--- config.mk ---
export PLATFORM = sky130hd
export DESIGN_NAME = freq_channel_scanner
export DESIGN_NICKNAME = d
export VERILOG_FILES = /design/src/rtl/freq_channel_scanner.sv
export SDC_FILE = /design/constraint.sdc
export NUM_CORES = 1
export LEC_CHECK = 0
export ABC_AREA = 1
export BUFFER_PORTS_ARGS = -buffer_cell sky130_fd_sc_hd__buf_4
export CAP_MARGIN = 25
export CORE_MARGIN = 3
export CORE_UTILIZATION = 60
export CTS_CLUSTER_SIZE = 8
export DETAILED_ROUTE_END_ITERATION = 6
export PLACE_DENSITY_LB_ADDON = 0.1
export SETUP_SLACK_MARGIN = 0.3
export SYNTH_ARGS = -nofsm -noshare
export SYNTH_HDL_FRONTEND = slang
export SYNTH_SLANG_ARGS = --single-unit
--- constraint.sdc ---
create_clock -name clk -period 5 [get_ports clk]
set_input_delay 0.5 -clock clk [delete_from_list [all_inputs] [get_ports clk]]
set_output_delay 0.5 -clock clk [all_outputs]
set_load 0.01 [all_outputs]
--- src/rtl/freq_channel_scanner.sv ---
// Three-channel frequency scanner: rotates a single low-frequency meter across
// si_in[2:0], keeps a per-channel result/valid/timeout store and a display read port.
module freq_channel_scanner #(
  parameter int unsigned SETTLE  = 4,
  parameter int unsigned TIMEOUT = 50_000_000
) (
  input  logic        clk,
  input  logic        reset,
  input  logic        en,
  input  logic [2:0]  si_in,
  input  logic [1:0]  disp_sel,
  output logic        meter_start,
  output logic        meter_si,
  input  logic        meter_done,
  input  logic [15:0] meter_bcd,
  input  logic [1:0]  meter_dp,
  output logic [1:0]  cur_ch,
  output logic [15:0] disp_bcd,
  output logic [1:0]  disp_dp,
  output logic        disp_valid,
  output logic [2:0]  timeout_flag
);

  localparam int unsigned NCH = 3;
  localparam int unsigned SW  = 8;
  localparam int unsigned TW  = (TIMEOUT > 2) ? $clog2(TIMEOUT) : 1;
  localparam int unsigned BW  = 16;
  localparam int unsigned DW  = 2;

  typedef enum logic [2:0] {
    ST_IDLE,
    ST_SETTLE,
    ST_START,
    ST_WAIT,
    ST_STORE,
    ST_NEXT
  } state_t;

  state_t          state_q, state_d;
  logic [SW-1:0]   cnt_q, cnt_d;
  logic [TW-1:0]   tmr_q, tmr_d;
  logic [1:0]      ch_q, ch_d;
  logic            start_q, start_d;
  logic [BW-1:0]   cap_bcd_q, cap_bcd_d;
  logic [DW-1:0]   cap_dp_q, cap_dp_d;
  logic [BW-1:0]   bcd_q [NCH];
  logic [BW-1:0]   bcd_d [NCH];
  logic [DW-1:0]   dp_q  [NCH];
  logic [DW-1:0]   dp_d  [NCH];
  logic [NCH-1:0]  vld_q, vld_d;
  logic [NCH-1:0]  tf_q, tf_d;
  logic [NCH-1:0]  ch_oh;

  // One-hot of the selected channel, used for all per-channel updates
  always_comb begin
    ch_oh = '0;
    for (int i = 0; i < NCH; i++) begin
      if (ch_q == 2'(i)) ch_oh[i] = 1'b1;
    end
  end

  // Next-state and datapath update
  always_comb begin
    state_d   = state_q;
    cnt_d     = cnt_q;
    tmr_d     = tmr_q;
    ch_d      = ch_q;
    start_d   = 1'b0;
    cap_bcd_d = cap_bcd_q;
    cap_dp_d  = cap_dp_q;
    bcd_d     = bcd_q;
    dp_d      = dp_q;
    vld_d     = vld_q;
    tf_d      = tf_q;

    case (state_q)
      ST_IDLE: begin
        if (en) begin
          state_d = ST_SETTLE;
          cnt_d   = '0;
        end
      end

      ST_SETTLE: begin
        if (!en) begin
          state_d = ST_IDLE;
        end else if (cnt_q == SW'(SETTLE - 1)) begin
          state_d = ST_START;
          start_d = 1'b1;
        end else begin
          cnt_d = cnt_q + SW'(1);
        end
      end

      ST_START: begin
        tmr_d   = '0;
        state_d = ST_WAIT;
      end

      // Result is captured on the done cycle itself; STORE only commits it
      ST_WAIT: begin
        if (meter_done) begin
          cap_bcd_d = meter_bcd;
          cap_dp_d  = meter_dp;
          state_d   = ST_STORE;
        end else if (tmr_q == TW'(TIMEOUT - 1)) begin
          tf_d    = tf_q | ch_oh;
          vld_d   = vld_q & ~ch_oh;
          state_d = ST_NEXT;
        end else begin
          tmr_d = tmr_q + TW'(1);
        end
      end

      ST_STORE: begin
        for (int i = 0; i < NCH; i++) begin
          if (ch_oh[i]) begin
            bcd_d[i] = cap_bcd_q;
            dp_d[i]  = cap_dp_q;
          end
        end
        vld_d   = vld_q | ch_oh;
        tf_d    = tf_q & ~ch_oh;
        state_d = ST_NEXT;
      end

      ST_NEXT: begin
        ch_d = (ch_q == 2'(NCH - 1)) ? 2'd0 : ch_q + 2'd1;
        if (en) begin
          state_d = ST_SETTLE;
          cnt_d   = '0;
        end else begin
          state_d = ST_IDLE;
        end
      end

      default: state_d = ST_IDLE;
    endcase
  end

  always_ff @(posedge clk or posedge reset) begin
    if (reset) begin
      state_q   <= ST_IDLE;
      cnt_q     <= '0;
      tmr_q     <= '0;
      ch_q      <= '0;
      start_q   <= 1'b0;
      cap_bcd_q <= '0;
      cap_dp_q  <= '0;
      vld_q     <= '0;
      tf_q      <= '0;
      for (int i = 0; i < NCH; i++) begin
        bcd_q[i] <= '0;
        dp_q[i]  <= '0;
      end
    end else begin
      state_q   <= state_d;
      cnt_q     <= cnt_d;
      tmr_q     <= tmr_d;
      ch_q      <= ch_d;
      start_q   <= start_d;
      cap_bcd_q <= cap_bcd_d;
      cap_dp_q  <= cap_dp_d;
      vld_q     <= vld_d;
      tf_q      <= tf_d;
      for (int i = 0; i < NCH; i++) begin
        bcd_q[i] <= bcd_d[i];
        dp_q[i]  <= dp_d[i];
      end
    end
  end

  // Meter input mux follows the selected channel without a register stage
  always_comb begin
    case (ch_q)
      2'd0:    meter_si = si_in[0];
      2'd1:    meter_si = si_in[1];
      2'd2:    meter_si = si_in[2];
      default: meter_si = 1'b0;
    endcase
  end

  // Display read port; disp_sel=3 reads as an empty, invalid slot
  always_comb begin
    disp_bcd   = '0;
    disp_dp    = '0;
    disp_valid = 1'b0;
    for (int i = 0; i < NCH; i++) begin
      if (disp_sel == 2'(i)) begin
        disp_bcd   = bcd_q[i];
        disp_dp    = dp_q[i];
        disp_valid = vld_q[i];
      end
    end
  end

  assign meter_start  = start_q;
  assign cur_ch       = ch_q;
  assign timeout_flag = tf_q;

endmodule

==> flow_summary_export.csv, run 1 <==
group,metric,value,unit
synth,yosysSeqAreaShare,49.7,%
floorplanning,design.die.area,0.0111,mm^2
critical_path,r2r_end,"tmr_q[12]",
place,io_buffer_count,52,
drt,drt.antenna.violating_nets,0,
floorplanning,io_pins,53,
finish,drive_above_1_share,12.5,%
sta,setup_viol,0,
synth,syn-instance-count,801,
global_routing,grt_max_degree,77,
critical_path,crit_path_end_kind,"register",
sta,relSlewSlack,38.1,%
global_routing,grt_antenna_before_repair,0,
floorplanning,die_w,106,um
drt,drc,0,
clock_network,cts_sinks,118,
critical_path,critPathArrivalTime,2.95,ns
sta,fmax,0.401,GHz
sta,rsz0062_at_grt,"false",
clock_network,max-clock-path-buffers,2,
clock_network,cts_resized,0,
clock_network,clk_latency,0.52,ns
clock_network,cts_root_buf,"clkbuf_8",
synth,synth_ff_type,"dfrtp_1",
global_routing,grt_overflow,0,
floorplanning,rows,35,
place,place_ws,2.54,ns
power,p_per_area,518,mW/mm^2
floorplanning,start_util,63.1,%
critical_path,r2r.worst_path.cells,7,
synth,yosys-top-cells-area,"dfrtp_1, nand2_1, o21ai_0, nor2_1, nand3_1",
finish,area_growth,18.4,%
drt,drt-initial-drc-count,354,
synth,async_reset_ff_share,100,%
drt,wl_per_cell,14.4,um
floorplanning,core_area,0.00942,mm^2
clock_network,cts_tree,"yes",
clock_network,htreeDepth,4,
synth,syn_area,0.00594,mm^2
synth,synth_warnings,0,
sta,final-max-slew-violation-count,0,
clock_network,clk_pin_slew,0.06,ns
synth,synth_nets,830,
global_routing,grt_pass1_vias,5411,
synth,yosysMostFrequentCell,"nand2_1",
global_routing,grt_pass1_wl,24800,um
critical_path,cp.required,5.45,ns
synth,synth-edff-count,0,
min_path,min_from,"meter_bcd[4]",
drt,dr.pass1.iters,5,
sta,min_period,2.50,ns
finish,final_nets,882,
sta,tns,0,ns
sta,period_share,49.9,%
place,routabilityCongestion,0.908,
sta,hold_viol_final,0,
synth,ys_ff_latch,118,
sta,finalClockSkew,0.00830,ns
sta,setup_slack,2.50,ns
critical_path,crit_path_start_kind,"register",
min_path,min_to,"cap_bcd_q[4]",
synth,syn_area_per_cell,7.42,um^2
drt,totalWireLength,14300,um
floorplanning,die_h,106,um
power,leakage,3.37,nW
critical_path,reg2reg_setup_slack,2.50,ns
finish,antenna_cells,0,
synth,synth_top_area_share,49.7,%
power,ir_worst_vdd,0.000387,V
synth,synth_common_cells,"nand2_1, dfrtp_1, nor2_1",
place,place_hpwl,9330,um
synth,ys_types,32,
global_routing,grtUsageTotal,27.6,%
critical_path,crit_fanout,36,
drt,vias_per_cell,5.36,
drt,num_vias,5329,
min_path,hold_class,"in2reg",
clock_network,cts_buffers,17,
min_path,min_delay_path_depth,3,
clock_network,post_cts_buffers,0,
outcome,run_status,"completed",
critical_path,r2r-start,"state_q[2]",
run,drv_cap,0,
sta,worst_pin_slew,0.929,ns
synth,synth_top_cell_by_area,"dfrtp_1",
critical_path,path_class,"reg2reg",
clock_network,cts_hold_buf,0,
==> worst max path at each step <==
| stage | from | end | slack [ns] | cells past startpoint |
|---|---|---|---|---|
| finish | state_q[2] | tmr_q[12] | 2.50 | 7 |
| floorplan | reset | asynchronous set/reset pin | 1.37 | 1 |
| CTS | state_q[2] | tmr_q[12] | 2.49 | 7 |
| global placement | disp_sel[1] | disp_dp[0] | 2.32 | 5 |
| global route | state_q[2] | tmr_q[23] | 2.25 | 7 |
| detailed placement | state_q[2] | tmr_q[12] | 2.54 | 7 |
==> registers in the layout, summed over array words and instances (netlist names), named ones only <==
register     cells
bcd_q           48
tmr_q           26
cap_bcd_q       16
cnt_q            8
dp_q             6
state_q          3
cap_dp_q         2
cur_ch           2
meter_start      1
==> area by class of cell <==
cell class | instances | area, um^2
clock buffers | 18 | 428
clock inverters | 14 | 173
fillers | 709 | 2380
inverters | 75 | 284
multi-input cells | 585 | 2590
flip-flops and latches | 118 | 2950
well taps | 129 | 161
repair buffers | 56 | 444
==> cells in the final DEF (no fill, tap or decap), types with 2 or more instances in the layout <==
cell        instances
nand2_1           314
dfrtp_1           118
nor2_1             86
o21ai_0            76
inv_1              70
nand3_1            55
buf_4              54
clkbuf_16          16
a21oi_1             8
xor2_1              7
nand4_1             5
inv_2               4
o21bai_1            4
inv_6               4
nor2_2              3
nor2_4              3
xnor2_1             3
o221ai_1            3
bufinv_16           3
clkinv_2            3
nand2_2             2
nand2_4             2
nor3_1              2
ha_1                2
clkbuf_8            2
clkinv_4            2
clkinvlp_4          2
==> per-stage QoR <==
step	cell area [um^2]	util, %	cells	power, mW	hold WS (ns)
2_1_floorplan	5940	-	801	2.09	0.442
3_3_place_gp	6400	67.9	961	2.34	0.459
3_5_place_dp	6430	68.3	963	2.41	0.458
4_1_cts	7040	74.7	995	3.66	0.169
5_1_grt	7040	74.7	995	3.88	0.187
6_report	7040	74.7	995	3.64	0.185
==> cell families after synthesis <==
| logic type | count (synthesis) | synth area share (%) |
|---|---|---|
| xor+xnor | 10 | 1.47 |
| fa+ha+maj | 2 | 0.421 |
| simple gates | 479 | 33.3 |
| buf+inv | 98 | 6.67 |
| flops | 118 | 49.7 |
| compound gates | 94 | 8.40 |
==> critical path, cell delays in order, from the launching register on <==
cell and delay (ns):
dfrtp_1 0.42, inv_2 0.11, nand3_4 0.28, nor2_4 0.71, inv_2 0.41, nand2_8 0.30, nand2_1 0.07, nand2_1 0.08
==> routing by layer <==
layer / wire [um] / global-route usage (%) / up-vias
met5: 0 / 0 / -
met2: 7030 / 44.9 / 154
li1: - / - / 2621
met4: 228 / 9.99 / 0
met3: 867 / 6.31 / 27
met1: 6190 / 36.6 / 2527
==> power by group <==
group	internal [mW]	leakage, nW	switching [mW]	total (mW)
Combinational	0.334	1.52	0.622	0.955
Sequential	1.27	1.55	0.190	1.46
Clock	0.776	0.292	0.451	1.23
Total	2.38	3.37	1.26	3.64
Note: power is estimated with default switching activity, not from simulation.
==> run 2, diff against run 1 <==
--- a/config.mk
+++ b/config.mk
@@ -5,11 +5,11 @@
 export SDC_FILE = /design/constraint.sdc
 export NUM_CORES = 1
 export LEC_CHECK = 0
-export ABC_AREA = 1
+export ABC_AREA = 0
 export BUFFER_PORTS_ARGS = -buffer_cell sky130_fd_sc_hd__buf_4
 export CAP_MARGIN = 25
 export CORE_MARGIN = 3
-export CORE_UTILIZATION = 60
+export CORE_UTILIZATION = 59
 export CTS_CLUSTER_SIZE = 8
 export DETAILED_ROUTE_END_ITERATION = 6
 export PLACE_DENSITY_LB_ADDON = 0.1
==> constraint.sdc (replaced) <==
create_clock -name clk -period 2.35 [get_ports clk]
set_input_delay 0.235 -clock clk [delete_from_list [all_inputs] [get_ports clk]]
set_output_delay 0.235 -clock clk [all_outputs]
set_load 0.01 [all_outputs]
==> run 2 against run 1 <==
Register-to-register slack got worse by 2.1 ns. Utilization up 0.75 points. Sequential share of layout area grew 0.19 points. Critical endpoint is now tmr_q[8]. Setup slack lost 2.1 ns. Clock power grew 92%. Critical path depth decreased by 1.
==> flow_summary_export.csv, run 2 <==
group,metric,value,unit
min_path,min_to,"state_q[0]",
clock_network,cts_buffers,17,
critical_path,r2r.worst_path.cells,6,
floorplanning,design.die.area,0.0108,mm^2
min_path,min_delay_path_depth,3,
drt,vias_per_cell,5.64,
clock_network,cts_root_buf,"clkbuf_8",
drt,dr.pass1.iters,4,
sta,worst_pin_slew,0.621,ns
sta,min_period,1.95,ns
clock_network,max-clock-path-buffers,2,
synth,syn_area_per_cell,10.7,um^2
synth,synth_common_cells,"dfrtp_1, nand2_1, mux2_2",
finish,drive_above_1_share,29.3,%
sta,rsz0062_at_grt,"false",
global_routing,met2_usage,42.8,%
global_routing,top_usage_layer,"met2",
critical_path,cp_top_family,"simple AND/OR/NAND/NOR gates",
floorplanning,core_area,0.00928,mm^2
synth,async_reset_ff_share,100,%
drt,drt.antenna.violating_nets,0,
outcome,run_status,"completed",
critical_path,crit_fanout,8,
synth,synth-edff-count,0,
place,place_ws,0.337,ns
floorplanning,start_util,60.9,%
floorplanning,die_w,104,um
critical_path,cp.required,2.74,ns
synth,yosysSeqAreaShare,52.2,%
synth,syn-instance-count,527,
synth,synth_top_cell_by_area,"dfrtp_1",
global_routing,grtUsageTotal,25.0,%
clock_network,clk_latency,0.51,ns
finish,layout_commonest_cell,"dfrtp_1",
synth,synth_ff_type,"dfrtp_1",
sta,setup_slack,0.401,ns
sta,setup_viol,0,
global_routing,grt_util_met1,32.1,%
global_routing,grt_overflow,0,
critical_path,path_class,"reg2reg",
clock_network,cts_sinks,118,
finish,reg.largest.list,"bcd_q x48, tmr_q x26, cap_bcd_q x16",
place,place_hpwl,7560,um
synth,ys_types,48,
drt,drc,0,
synth,synth_nets,556,
power,leakage,3.42,nW
synth,synth_top_area_share,52.2,%
drt,drt-initial-drc-count,225,
synth,synth_warnings,0,
sta,finalClockSkew,0.00816,ns
finish,final_cell_mix,"dfrtp_1, nand2_1, buf_4",
critical_path,r2r-start,"tmr_q[7]",
drt,num_vias,4234,
critical_path,critPathMaxStageDelay,0.46,ns
global_routing,grt_antenna_before_repair,0,
sta,period_share,82.9,%
critical_path,r2r_end,"tmr_q[8]",
synth,yosysMostFrequentCell,"dfrtp_1",
power,p_per_area,1020,mW/mm^2
clock_network,cts_tree,"yes",
drt,wl_per_cell,16.7,um
min_path,hold_class,"in2reg",
finish,final_nets,638,
finish,area_growth,23.9,%
min_path,min_from,"en",
sta,final-max-slew-violation-count,0,
finish,largest_register,"bcd_q",
floorplanning,io_pins,53,
finish,largest_reg_flops,48,
floorplanning,rows,35,
critical_path,critPathArrivalTime,2.34,ns
floorplanning,die_h,104,um
global_routing,grtUsageMet3,5.96,%
power,ir_worst_vdd,0.000590,V
synth,syn_area,0.00565,mm^2
clock_network,htreeDepth,4,
place,io_buffer_count,52,
critical_path,reg2reg_setup_slack,0.40,ns
critical_path,slowest_stage,"dfrtp_1",
global_routing,grt_pass1_wl,21800,um
finish,final_cells,751,
synth,yosys-top-cells-area,"dfrtp_1, mux2_2, nand2_1, mux2i_1, o21ai_0",
critical_path,crit_path_end_kind,"register",
critical_path,cp_cell_sequence,"nor4b_1 > and3_1 > and4_2 > buf_4 > nor4_1 > a221o_1",
sta,relSlewSlack,58.6,%
critical_path,crit_start,"tmr_q[7]",
place,dp.cells,695,
critical_path,cp_num_buf_inv,1,
critical_path,crit_path_start_kind,"register",
sta,fmax,0.513,GHz
synth,ys_ff_latch,118,
global_routing,grt_max_degree,119,
power,power,7.11,mW
place,routabilityCongestion,0.847,
run,drv_cap,0,
finish,antenna_cells,0,
sta,tns,0,ns
drt,totalWireLength,12600,um
sta,hold_viol_final,0,
global_routing,grt_pass1_vias,4384,
clock_network,clk_pin_slew,0.06,ns
run 2: per-stage QoR:
stage	util [%]	hold WS [ns]	area, um^2
floorplan	-	0.386	5660
global placement	66.8	0.456	6200
detailed placement	66.8	0.462	6200
CTS	74.8	0.0450	6940
global route	75.5	0.0789	7010
finish	75.5	0.0602	7010
run 2: power by group:
group,switching [mW],total (mW),internal [mW]
combinational,0.823,1.70,0.877
clock,0.914,2.36,1.45
sequential,0.454,3.05,2.60
total,2.19,7.11,4.92
run 2: metal layers:
metal	share of wire [%]	vias to the layer above	routed length (um)
met3	2.6	8	332
met2	52	66	6540
li1	-	2034	-
met5	0	-	0
met1	44	2126	5560
met4	0.96	0	120
run 2: worst register-to-register path: stages (launching register included):
cell and delay, ns:
dfrtp_1 0.46, nor4b_1 0.33, and3_1 0.22, and4_2 0.32
buf_4 0.19, nor4_1 0.06, a221o_1 0.26
run 2: cell type report:
class | count | area, um^2
Inverter | 14 | 56.3
Sequential cell | 118 | 2950
Fill cell | 639 | 2280
Clock inverter | 12 | 103
Clock buffer | 20 | 445
Timing Repair Buffer | 90 | 748
Multi-Input combinational cell | 368 | 2540
Tap cell | 129 | 161
run 2: logic make-up after synthesis:
family                     synth area share (%)
DFF                                        52.2
and+or+nand+nor                            18.2
xor gates and xnor gates                   1.08
muxes                                      15.3
adders and majority gates                 0.443
AOI/OAI and AO/OA                          9.41
buffers and inverters                      3.39
run 2: how the worst max path moves through the flow:
| stage | end | slack, ns | cells after the start |
|---|---|---|---|
| floorplan | cnt_q[2] | 0.46 | 6 |
| finish | tmr_q[8] | 0.40 | 6 |
| global route | tmr_q[8] | 0.28 | 6 |
| CTS | tmr_q[8] | 0.33 | 7 |
| global placement | tmr_q[15] | 0.42 | 7 |
| detailed placement | tmr_q[15] | 0.34 | 7 |
run 2: what timing repair did:
item / in CTS / in global routing
resized for setup: 0 / 9
endpoints found under the setup margin: 0 / 25
hold buffers: 19 / 0
endpoints found under the hold margin: 136 / 0
setup buffers: 0 / 5
